**config.mk**
```make
export PLATFORM = sky130hd
export DESIGN_NAME = fp32_adder_dual_ctrl
export DESIGN_NICKNAME = d
export VERILOG_FILES = /design/src/rtl/fp32_adder_dual_pkg.sv /design/src/rtl/fp32_adder_dual_ctrl_sb.sv /design/src/rtl/fp32_adder_dual_ctrl.sv
export SDC_FILE = /design/constraint.sdc
export NUM_CORES = 1
export LEC_CHECK = 0
export BUFFER_PORTS_ARGS = -buffer_cell sky130_fd_sc_hd__buf_4
export CAP_MARGIN = 20
export CORE_MARGIN = 2
export CORE_UTILIZATION = 50
export CTS_CLUSTER_SIZE = 40
export DETAILED_ROUTE_END_ITERATION = 8
export PLACE_DENSITY = 0.8
export SLEW_MARGIN = 0
export SYNTH_ARGS = -nofsm -noshare
export SYNTH_HDL_FRONTEND = slang
export SYNTH_SLANG_ARGS = --single-unit
```
**constraint.sdc**
```tcl
create_clock -name clk -period 3.4 [get_ports clk]
set_input_delay 0.68 -clock clk [delete_from_list [all_inputs] [get_ports clk]]
set_output_delay 0.68 -clock clk [all_outputs]
set_load 0.005 [all_outputs]
```
**src/rtl/fp32_adder_dual_pkg.sv**
```systemverilog
// Shared definitions for the dual-lane fp32 accumulate sequencer.
// The latency defaults must equal the read latency and stage count of the SRAM and adder.
package fp32_adder_dual_pkg;

  localparam int unsigned RD_LAT_DEF  = 1;
  localparam int unsigned ADD_LAT_DEF = 4;

  typedef enum logic [1:0] {
    ST_IDLE  = 2'd0,
    ST_RUN   = 2'd1,
    ST_DRAIN = 2'd2,
    ST_DONE  = 2'd3
  } state_t;

endpackage

```
**src/rtl/fp32_adder_dual_ctrl_sb.sv**
```systemverilog
// In-flight beat scoreboard: a delay line of {valid, addr, first} spanning the read
// and adder latency. It provides the issue and write-back taps and the RAW hit.
module fp32_adder_dual_ctrl_sb
  import fp32_adder_dual_pkg::*;
#(
  parameter int unsigned ADDR_W  = 8,
  parameter int unsigned RD_LAT  = RD_LAT_DEF,
  parameter int unsigned ADD_LAT = ADD_LAT_DEF
) (
  input  logic              clk,
  input  logic              rst,
  input  logic              i_push,
  input  logic [ADDR_W-1:0] i_addr,
  input  logic              i_first,
  input  logic [ADDR_W-1:0] i_cmp_addr,
  output logic              o_hit,
  output logic              o_issue,
  output logic              o_issue_first,
  output logic              o_wr_en,
  output logic [ADDR_W-1:0] o_wr_addr,
  output logic              o_pending
);

  localparam int unsigned DEPTH = RD_LAT + ADD_LAT;

  logic [DEPTH-1:0]  r_vld;
  logic [ADDR_W-1:0] r_addr [DEPTH];
  // The first flag is only consumed at the issue tap, so it is carried no further.
  logic [RD_LAT-1:0] r_first;

  logic [DEPTH-1:0]  w_match;
  logic              w_pending;

  always_ff @(posedge clk or posedge rst) begin
    if (rst) begin
      r_vld   <= '0;
      r_first <= '0;
      for (int unsigned i = 0; i < DEPTH; i++) begin
        r_addr[i] <= '0;
      end
    end else begin
      r_vld[0]   <= i_push;
      r_addr[0]  <= i_addr;
      r_first[0] <= i_push & i_first;
      for (int unsigned i = 1; i < DEPTH; i++) begin
        r_vld[i]  <= r_vld[i-1];
        r_addr[i] <= r_addr[i-1];
      end
      for (int unsigned i = 1; i < RD_LAT; i++) begin
        r_first[i] <= r_first[i-1];
      end
    end
  end

  // The last stage is included: the SRAM cannot forward a same-cycle write to a read.
  always_comb begin
    w_match   = '0;
    w_pending = 1'b0;
    for (int unsigned i = 0; i < DEPTH; i++) begin
      w_match[i] = r_vld[i] && (r_addr[i] == i_cmp_addr);
    end
    for (int unsigned i = 0; i < DEPTH - 1; i++) begin
      w_pending = w_pending | r_vld[i];
    end
  end

  assign o_hit         = |w_match;
  assign o_issue       = r_vld[RD_LAT-1];
  assign o_issue_first = r_first[RD_LAT-1];
  assign o_wr_en       = r_vld[DEPTH-1];
  assign o_wr_addr     = r_vld[DEPTH-1] ? r_addr[DEPTH-1] : '0;
  assign o_pending     = w_pending;

endmodule

```
**src/rtl/fp32_adder_dual_ctrl.sv**
```systemverilog
// Tile-job sequencer for the dual-lane fp32 accumulate pipeline: issues accumulator
// reads per accepted beat, drives bias on pass 0 and steers adder results back to their row.
module fp32_adder_dual_ctrl
  import fp32_adder_dual_pkg::*;
#(
  parameter int unsigned ADDR_W  = 8,
  parameter int unsigned PASS_W  = 8,
  parameter int unsigned RD_LAT  = RD_LAT_DEF,
  parameter int unsigned ADD_LAT = ADD_LAT_DEF
) (
  input  logic              clk,
  input  logic              rst,
  input  logic              cfg_start,
  input  logic [ADDR_W-1:0] cfg_base,
  input  logic [ADDR_W-1:0] cfg_rows,
  input  logic [PASS_W-1:0] cfg_passes,
  input  logic              in_valid,
  output logic              in_ready,
  output logic              acc_rd_en,
  output logic [ADDR_W-1:0] acc_rd_addr,
  output logic              bias_mode,
  output logic              add_issue,
  output logic              acc_wr_en,
  output logic [ADDR_W-1:0] acc_wr_addr,
  output logic              busy,
  output logic              done
);

  state_t            r_state;
  logic [ADDR_W-1:0] r_base;
  logic [ADDR_W-1:0] r_rows;
  logic [ADDR_W-1:0] r_row_cnt;
  logic [PASS_W-1:0] r_passes;
  logic [PASS_W-1:0] r_pass_cnt;
  logic              r_busy;
  logic              r_done;

  logic [ADDR_W-1:0] w_rd_addr;
  logic              w_hit;
  logic              w_in_ready;
  logic              w_accept;
  logic              w_last_row;
  logic              w_last_pass;
  logic              w_first;
  logic              w_issue;
  logic              w_issue_first;
  logic              w_wr_en;
  logic [ADDR_W-1:0] w_wr_addr;
  logic              w_pending;

  assign w_rd_addr   = r_base + r_row_cnt;
  assign w_in_ready  = (r_state == ST_RUN) && !w_hit;
  assign w_accept    = in_valid && w_in_ready;
  assign w_last_row  = (r_row_cnt == r_rows - ADDR_W'(1));
  assign w_last_pass = (r_pass_cnt == r_passes - PASS_W'(1));
  assign w_first     = (r_pass_cnt == '0);

  fp32_adder_dual_ctrl_sb #(
    .ADDR_W (ADDR_W),
    .RD_LAT (RD_LAT),
    .ADD_LAT(ADD_LAT)
  ) u_sb (
    .clk          (clk),
    .rst          (rst),
    .i_push       (w_accept),
    .i_addr       (w_rd_addr),
    .i_first      (w_first),
    .i_cmp_addr   (w_rd_addr),
    .o_hit        (w_hit),
    .o_issue      (w_issue),
    .o_issue_first(w_issue_first),
    .o_wr_en      (w_wr_en),
    .o_wr_addr    (w_wr_addr),
    .o_pending    (w_pending)
  );

  always_ff @(posedge clk or posedge rst) begin
    if (rst) begin
      r_state    <= ST_IDLE;
      r_base     <= '0;
      r_rows     <= '0;
      r_passes   <= '0;
      r_row_cnt  <= '0;
      r_pass_cnt <= '0;
      r_busy     <= 1'b0;
      r_done     <= 1'b0;
    end else begin
      case (r_state)
        ST_IDLE: begin
          r_done <= 1'b0;
          if (cfg_start) begin
            r_base     <= cfg_base;
            r_rows     <= cfg_rows;
            r_passes   <= cfg_passes;
            r_row_cnt  <= '0;
            r_pass_cnt <= '0;
            r_busy     <= 1'b1;
            if ((cfg_rows != '0) && (cfg_passes != '0)) begin
              r_state <= ST_RUN;
            end else begin
              r_state <= ST_DONE;
              r_done  <= 1'b1;
            end
          end
        end
        ST_RUN: begin
          if (w_accept) begin
            if (w_last_row) begin
              r_row_cnt  <= '0;
              r_pass_cnt <= r_pass_cnt + PASS_W'(1);
              if (w_last_pass) begin
                r_state <= ST_DRAIN;
              end
            end else begin
              r_row_cnt <= r_row_cnt + ADDR_W'(1);
            end
          end
        end
        // Leaving when only the write-back stage is occupied puts done right after the last write.
        ST_DRAIN: begin
          if (!w_pending) begin
            r_state <= ST_DONE;
            r_done  <= 1'b1;
          end
        end
        ST_DONE: begin
          r_state <= ST_IDLE;
          r_busy  <= 1'b0;
          r_done  <= 1'b0;
        end
        default: begin
          r_state <= ST_IDLE;
          r_busy  <= 1'b0;
          r_done  <= 1'b0;
        end
      endcase
    end
  end

  assign in_ready    = w_in_ready;
  assign acc_rd_en   = w_accept;
  assign acc_rd_addr = w_accept ? w_rd_addr : '0;
  assign add_issue   = w_issue;
  assign bias_mode   = w_issue && w_issue_first;
  assign acc_wr_en   = w_wr_en;
  assign acc_wr_addr = w_wr_addr;
  assign busy        = r_busy;
  assign done        = r_done;

endmodule
```
==> flow_summary.ini, run 1 <==
[outcome]
status = complete, but fails checks
violations = setup timing

[sta]
setup_ws_ps = -469
rsz0062_at_grt = true
worst_pin_slew_ps = 1050
period_share_pct = 114
setup_violations = 10
whs_ps = 275
timing.final.crit_period_ps = 3870
skew_ps = 8.48
fmax_ghz = 0.258
maxSlewHeadroom_pct = 30.0
hold_viol = 0
drv_slew = 0

[routing]
vias = 3593
top_layer_used = met4
viasPerCell = 5.49
drtIter0Drc = 223
dr.pass1.iters = 4
final_antenna_net_count = 0
wl_per_cell_um = 16.7
wl_met1_um = 4540
drc = 0
dr_wl_met3_um = 434
route.met2.wl_um = 5900
drt_wl_total_um = 11000

[job]
maxCapViolations = 0

[global_routing]
grt_max_degree = 37
grt_pass1_wl_um = 18100
grt_usage_pct = 20.9
grt_pass1_vias = 3743
grt_antenna_before_repair = 0
grt_overflow = 0

[clocking]
cts_root_buf = clkbuf_8
cts_tree = built
cts_sinks = 90
cts_buffer_depth = 2
numCtsBuffers = 9
clk_pin_slew_ps = 100
clock_latency_ps = 370
hold_buffers = 0
htree_num_levels = 3

[synth]
synthFlopType = dfrtp_1
synth_edf_count = 0
avgSynthCellArea_um2 = 11.4
ys_seq_elements = 90
async_flop_share_pct = 100
syn_inst = 441
syn_nets = 486
syn-cell-area_um2 = 5030
ys_types = 65
ys_seq_area_share_pct = 44.8
synth_warnings = 0

[critical_path]
critPathArrivalTime_ps = 3190
worstSetupStartpoint = r_base[0]
cp-end-kind = primary output
cp_data_required_time_ps = 2720
worstSetupStartpointType = flop
critPathMaxFanout = 9
r2r_start = r_base[0]
crit_type = flop to primary output

[cells_and_area]
syn_to_final_growth_pct = 20.1
nFillCells = 772
drive_gt1_share_pct = 29.5
final_common_cell = dfrtp_1
layout_common_cells = 90 x dfrtp_1, 79 x buf_4, 56 x xnor2_1
nets = 562
num_antenna_cells = 0
final_area_um2 = 6040

[floorplan]
initial_core_util_pct = 51.4
die_h_um = 104
core_um2 = 9770
ios = 51
num_rows = 36
die_x_um = 104
die-area_um2 = 10900

[power_and_ir_drop]
leakagePower_nw = 2.75
ir_drop_uv = 465
p_per_area_nw_per_um2 = 970

[min_path]
min_path_type = input port to asynchronous set/reset pin

[placed_design]
place_congestion = 0.859
place.port_buffers = 50
placed_area_um2 = 5690
dp_hpwl_um = 8200
[synthesized netlist by cell type (3+ instances only)]
| library cell | count | area share [%] |
|---|---|---|
| a211o_1 | 3 | 0.52 |
| buf_4 | 3 | 0.45 |
| nor3_1 | 9 | 0.90 |
| o21ai_0 | 5 | 0.50 |
| or4_1 | 6 | 0.90 |
| xnor2_1 | 56 | 9.8 |
| a211oi_1 | 3 | 0.45 |
| o31ai_1 | 9 | 1.3 |
| nand2_1 | 19 | 1.4 |
| mux2i_1 | 4 | 0.80 |
| nor2b_1 | 4 | 0.50 |
| o21a_1 | 3 | 0.45 |
| nand4_1 | 10 | 1.2 |
| clkbuf_1 | 8 | 0.60 |
| a21o_1 | 4 | 0.60 |
| inv_1 | 16 | 1.2 |
| xor2_1 | 10 | 1.7 |
| xnor3_1 | 7 | 3.1 |
| mux2_2 | 25 | 5.6 |
| ha_1 | 16 | 4.0 |
| dfrtp_1 | 90 | 45 |
| a21oi_1 | 5 | 0.50 |
| and3_1 | 16 | 2.0 |
| buf_6 | 3 | 0.67 |
| and2_1 | 11 | 1.4 |
| nor2_1 | 18 | 1.3 |
| buf_2 | 3 | 0.30 |
| nand2b_1 | 6 | 0.75 |
| nand3_1 | 13 | 1.3 |
| nor4_1 | 7 | 0.87 |
| o21ai_1 | 8 | 0.80 |
| or3_1 | 4 | 0.50 |
[sequential cells by signal, summed over array words and instances, names as in the netlist]
name,flops
u_sb.r_vld,5
busy,1
r_pass_cnt,8
r_rows,8
u_sb.o_issue_first,1
r_passes,8
r_row_cnt,8
r_base,8
done,1
u_sb.r_addr,40
r_state,2
[repair_timing]
action / 4_1_cts / 5_1_grt
pin swaps: 1 / 5
gates resized for setup: 4 / 13
buffers inserted: 0 / 2
gates cloned: 0 / 1
setup endpoints to repair: 10 / 24
[cell families (layout without fill, tap and decap cells)]
group | count (synthesis) | count (layout) | share of synthesized area [%]
AND/OR/NAND/NOR | 134 | 134 | 15.1
multiplexers | 29 | 29 | 6.40
adder cells (fa/ha/maj) | 17 | 17 | 4.38
buffers and inverters | 33 | 114 | 3.21
AO/OA/AOI/OAI | 63 | 63 | 10.9
XOR/XNOR | 75 | 75 | 15.3
flip-flops | 90 | 90 | 44.8
[final timing paths]
check                                   to  slack, ps  cells after the start
max                         acc_rd_addr[3]       -470                     10
min                        u_sb.r_addr[25]        280                      2
max reg2reg                   r_row_cnt[5]         30                     12
min reg2reg                u_sb.r_addr[31]        390                      0
max in group asynchronous        r_rows[4]       2340                      3
min in group clk           u_sb.r_addr[31]        390                      0
[layout make-up]
cell class	count	area (µm²)	share of cell area, %
tap	133	166	2.76
clock inverter	7	121	2.01
inverter	16	61.3	1.02
sequential	90	2250	37.3
timing repair buffer	82	627	10.4
clock buffer	9	124	2.05
multi-input combinational	318	2680	44.5
[metrics by stage]
stage,cells,total power [W],TNS [ps],worst slack [ps],utilization (%)
floorplan,441,0.00407,-610,-97.8,-
global route,655,0.00623,-6280,-558,61.8
finish,655,0.00585,-4450,-469,61.8
detailed placement,636,0.00487,-629,-88.7,58.2
global placement,636,0.00472,-116,-20.3,58.2
CTS,652,0.00580,-4710,-498,60.8
[critical path, stage by stage (launching register included)]
cell      delay [ps]
dfrtp_1          390
ha_2             200
fa_2             370
a21o_4           240
a21oi_4          160
xnor3_1          230
a311o_1          330
a2111o_1         300
o211a_4          290
and3_1           190
buf_4            130
[metal layers]
metal  global-route usage [%]  vias up
li1                         -     1713
met1                     25.1     1789
met2                     38.0       83
met3                     3.57        8
met4                     6.56        0
met5                        0        -
[where the power goes]
group          total (W)  switching, W  internal [W]
Clock           0.000904      0.000409      0.000495
Combinational    0.00295       0.00140       0.00156
Sequential       0.00200      0.000450       0.00155
Total            0.00585       0.00226       0.00360
Note: power is estimated with default switching activity, not from simulation.
==> inputs of run 2 (changes only) <==
- MAX_ROUTING_LAYER: default -> met4
==> flow_summary.ini, run 2 (same netlist as run 1, synthesis figures left out) <==
[power_and_ir_drop]
leakagePower_nw = 2.75
p_per_area_nw_per_um2 = 969
ir_drop_uv = 466

[global_routing]
grt_overflow = 0
grt_antenna_before_repair = 0
grt_pass1_wl_um = 18100
grt_pass1_vias = 3742
grt_usage_pct = 21.5
grt_max_degree = 37

[sta]
rsz0062_at_grt = true
fmax_ghz = 0.259
period_share_pct = 114
skew_ps = 8.20
setup_ws_ps = -464
timing.final.crit_period_ps = 3860
setup_violations = 10
maxSlewHeadroom_pct = 27.4
worst_pin_slew_ps = 1090
drv_slew = 0
hold_viol = 0

[cells_and_area]
syn_to_final_growth_pct = 20.1
layout_common_cells = 90 x dfrtp_1, 79 x buf_4, 56 x xnor2_1
drive_gt1_share_pct = 29.5
num_antenna_cells = 0
nFillCells = 772
finalNonFillerCells = 655
largest_reg_flops = 40
final_common_cell = dfrtp_1
nets = 562
top_register = u_sb.r_addr

[critical_path]
crit_path_end = acc_rd_addr[3]
crit_slowest_cell = dfrtp_1
cp_data_required_time_ps = 2720
critPathMaxFanout = 9
worst-path-buf-inv = 1
rr_endpoint = r_row_cnt[5]
critPathTopFamily = compound AO/OA/AOI/OAI gates
crit_chain = ha_2 > fa_2 > a21o_4 > a21oi_4 > xnor3_1 > a311o_1 > a2111o_1 > o211a_4 > and3_1 > buf_4
slowest_delay_ps = 390
worstSetupStartpointType = flop
critPathArrivalTime_ps = 3180
r2r_slack_ps = 30
cp-end-kind = primary output
crit_type = flop to primary output
worstSetupStartpoint = r_base[0]
path_depth = 10
reg2reg_depth = 12
r2r_start = r_base[0]

[clocking]
numCtsBuffers = 9
cts_tree = built
clk_pin_slew_ps = 100
hold_buffers = 0
cts_root_buf = clkbuf_8
htree_num_levels = 3
cts_sinks = 90
clock_latency_ps = 360
cts_buffer_depth = 2

[placed_design]
place.port_buffers = 50
place_ws_ps = -88.7
place_inst = 636
dp_hpwl_um = 8200
place_congestion = 0.873

[routing]
viasPerCell = 5.48
wl_per_cell_um = 16.8
dr.pass1.iters = 5
drt_wl_total_um = 11000
drc = 0
final_antenna_net_count = 0
vias = 3587
drtIter0Drc = 166

[outcome]
violations = setup timing
status = complete, but fails checks

[floorplan]
ios = 51
num_rows = 36
die_h_um = 104
die_x_um = 104
initial_core_util_pct = 51.4
core_um2 = 9770
die-area_um2 = 10900

[min_path]
min_path_type = input port to asynchronous set/reset pin

[job]
maxCapViolations = 0
-- run 2: cell counts in the layout (fill, tap and decap cells not counted) --
No cell type changed its count.
-- run 2: how the worst min path moves through the flow --
stage | to | depth (start not counted) | from | slack (ps)
after global routing | u_sb.r_addr[16] | 2 | rst | 300
after CTS | u_sb.r_vld[1] | 2 | rst | 270
after global placement | u_sb.r_addr[31] | 0 | u_sb.r_addr[39] | 360
after floorplan | u_sb.r_addr[31] | 0 | u_sb.r_addr[39] | 360
after detailed placement | u_sb.r_addr[7] | 0 | u_sb.r_addr[15] | 370
final | u_sb.r_addr[25] | 2 | rst | 280
-- run 2: power by group --
part / switching (W) / internal, W / total [W]
Clock: 0.000405 / 0.000495 / 0.000900
Sequential: 0.000449 / 0.00155 / 0.00200
Combinational: 0.00140 / 0.00156 / 0.00295
Total: 0.00225 / 0.00360 / 0.00585
-- run 2: repair_timing --
item                       in CTS  in global routing
hold endpoints to repair        0                  0
pin swaps                       1                  5
gates resized for setup         4                 13
setup endpoints to repair      10                 25
gates cloned                    0                  1
buffers inserted                0                  2
-- run 2: routing by layer --
layer	vias up	GRT usage, %	wire (µm)
met2	88	38.0	5930
li1	1713	-	-
met1	1776	25.1	4570
met3	10	4.14	388
met5	-	-	0
met4	0	5.69	102
-- run 2: worst register-to-register path: cells and delay by family, from the launching register on --
kind / cells / cell delay (ps)
flip-flops: 1 / 390
AND/OR/NAND/NOR: 1 / 240
XOR/XNOR: 1 / 230
buffers and inverters: 1 / 190
adder cells (fa/ha/maj): 2 / 570
AO/OA/AOI/OAI: 7 / 1640
-- run 2: layout make-up --
class	instances	area (µm²)	share of cell area (%)
Inverter	16	61.3	1.02
Clock inverter	7	121	2.01
Multi-Input combinational cell	318	2680	44.5
Clock buffer	9	124	2.05
Tap cell	133	166	2.76
Sequential cell	90	2250	37.3
Timing Repair Buffer	82	627	10.4
-- run 2: per-stage QoR --
step                      setup TNS [ps]  util (%)  instance area (µm²)  hold WS [ps]  power (W)
final                              -4400      61.8                 6040           278    0.00585
after global routing               -6310      61.8                 6040           296    0.00623
after CTS                          -4710      60.8                 5940           273    0.00580
after detailed placement            -629      58.2                 5690           373    0.00487
after global placement              -116      58.2                 5690           362    0.00472
after floorplan                     -610         -                 5030           355    0.00407
==> inputs of run 3 (changes only) <==
- RECOVER_POWER: default -> 25
==> flow_summary.ini, run 3 (same netlist as run 1, synthesis figures left out) <==
[cells_and_area]
largest_reg_flops = 40
multi_input_area_um2 = 2680
nFillCells = 772
nets = 562
final_area_um2 = 6040
seqCellArea_um2 = 2250
layout_common_cells = 90 x dfrtp_1, 78 x buf_4, 56 x xnor2_1
syn_to_final_growth_pct = 20.1
drive_gt1_share_pct = 29.5
utilization_pct = 61.8
final_common_cell = dfrtp_1
top_register = u_sb.r_addr
num_antenna_cells = 0

[power_and_ir_drop]
power_w = 0.00585
clkPwrFrac_pct = 15.4
p_per_area_nw_per_um2 = 969
switchingPower_w = 0.00225
pwr-share-seq_pct = 34.1
switching_share_pct = 38.5
intPower_w = 0.00360
comb_power_share_pct = 50.5
leakagePower_nw = 2.74
ir_drop_uv = 465

[floorplan]
die-area_um2 = 10900
core_um2 = 9770
die_h_um = 104
ios = 51
initial_core_util_pct = 51.4
die_x_um = 104
num_rows = 36

[sta]
setup_violations = 10
hold_viol = 0
skew_ps = 7.13
maxSlewHeadroom_pct = 29.8
setup_ws_ps = -471
period_share_pct = 114
fmax_ghz = 0.258
timing.final.crit_period_ps = 3870
worst_pin_slew_ps = 1050
rsz0062_at_grt = true
drv_slew = 0

[critical_path]
critPathArrivalTime_ps = 3190
critPathMaxFanout = 9
worstSetupStartpointType = flop
cp_data_required_time_ps = 2720
crit_type = flop to primary output
cp-end-kind = primary output

[placed_design]
place.port_buffers = 50
place_ws_ps = -88.7
placed_area_um2 = 5690
dp_hpwl_um = 8200
place_congestion = 0.873

[routing]
wl_per_cell_um = 16.8
drtIter0Drc = 216
viasPerCell = 5.50
drc = 0
drt_wl_total_um = 11000
final_antenna_net_count = 0
dr.pass1.iters = 4
vias = 3601

[clocking]
cts_tree = built
htree_num_levels = 3
cts_buffer_depth = 2
clock_latency_ps = 360
clk_pin_slew_ps = 90
numCtsBuffers = 9
cts_sinks = 90
cts_root_buf = clkbuf_8
hold_buffers = 0

[min_path]
min_path_type = flop to flop

[global_routing]
grt_usage_pct = 21.5
grt_antenna_before_repair = 0
grt_pass1_wl_um = 18100
grt_pass1_vias = 3742
grt_overflow = 0
grt_max_degree = 37

[job]
maxCapViolations = 0

[outcome]
status = complete, but fails checks
violations = setup timing
run 3: changes by cell type in the layout (fill, tap and decap cells not counted):
cell,change
clkinvlp_2,+1
buf_4,-1
clkinv_2,-1
clkbuf_4,+1
run 3: cell type report:
class | count | area share [%]
sequential | 90 | 37.3
inverter | 16 | 1.02
clock buffer | 9 | 2.05
timing repair buffer | 82 | 10.4
tap | 133 | 2.76
clock inverter | 7 | 2.01
multi-input combinational | 318 | 44.5
run 3: what timing repair did:
action / CTS / global route
pin swaps: 1 / 5
setup endpoints to repair: 10 / 25
buffers inserted: 0 / 2
gates resized for setup: 4 / 13
gates cloned: 0 / 1
run 3: path summary, 6_finish.rpt:
| path | depth (start not counted) | slack (ps) | start | endpoint |
|---|---|---|---|---|
| setup / recovery | 10 | -470 | r_row_cnt[0] | acc_rd_addr[3] |
| hold / removal | 0 | 390 | u_sb.r_addr[39] | u_sb.r_addr[31] |
| setup reg to reg | 12 | 30 | r_row_cnt[0] | r_row_cnt[5] |
| hold reg to reg | 0 | 390 | u_sb.r_addr[39] | u_sb.r_addr[31] |
| max in group asynchronous | 3 | 1980 | rst | r_rows[4] |
| min in group asynchronous | 2 | 470 | rst | u_sb.r_addr[25] |
run 3: power groups by stage:
stage	clock network (W)	registers, W	logic (W)
finish	0.000900	0.00200	0.00295
global route	0.000965	0.00206	0.00321
CTS	0.000920	0.00200	0.00289
detailed placement	0	0.00202	0.00285
floorplan	0	0.00188	0.00220
global placement	0	0.00197	0.00275
run 3: worst max-delay path, stage by stage (launching register included):
cell and delay, ps:
dfrtp_1 400, ha_2 190, fa_2 370, a21o_4 240
a21oi_4 160, xnor3_1 230, a311o_1 330, a2111o_1 300
o211a_4 290, and3_1 190, buf_4 130
run 3: metal layers:
layer / GRT usage, % / vias to the layer above / share of wire [%]
met1: 25.1 / 1791 / 42
met5: - / - / 0
met4: 5.69 / 0 / 0.93
li1: - / 1714 / -
met2: 38.0 / 85 / 54
met3: 4.14 / 11 / 3.3
run 3: through the flow:
| step | TNS (ps) | instances | hold slack, ps |
|---|---|---|---|
| after floorplan | -610 | 441 | 355 |
| after global placement | -116 | 636 | 362 |
| after detailed placement | -629 | 636 | 373 |
| after CTS | -4710 | 652 | 273 |
| after global routing | -6310 | 655 | 406 |
| final | -4460 | 655 | 388 |
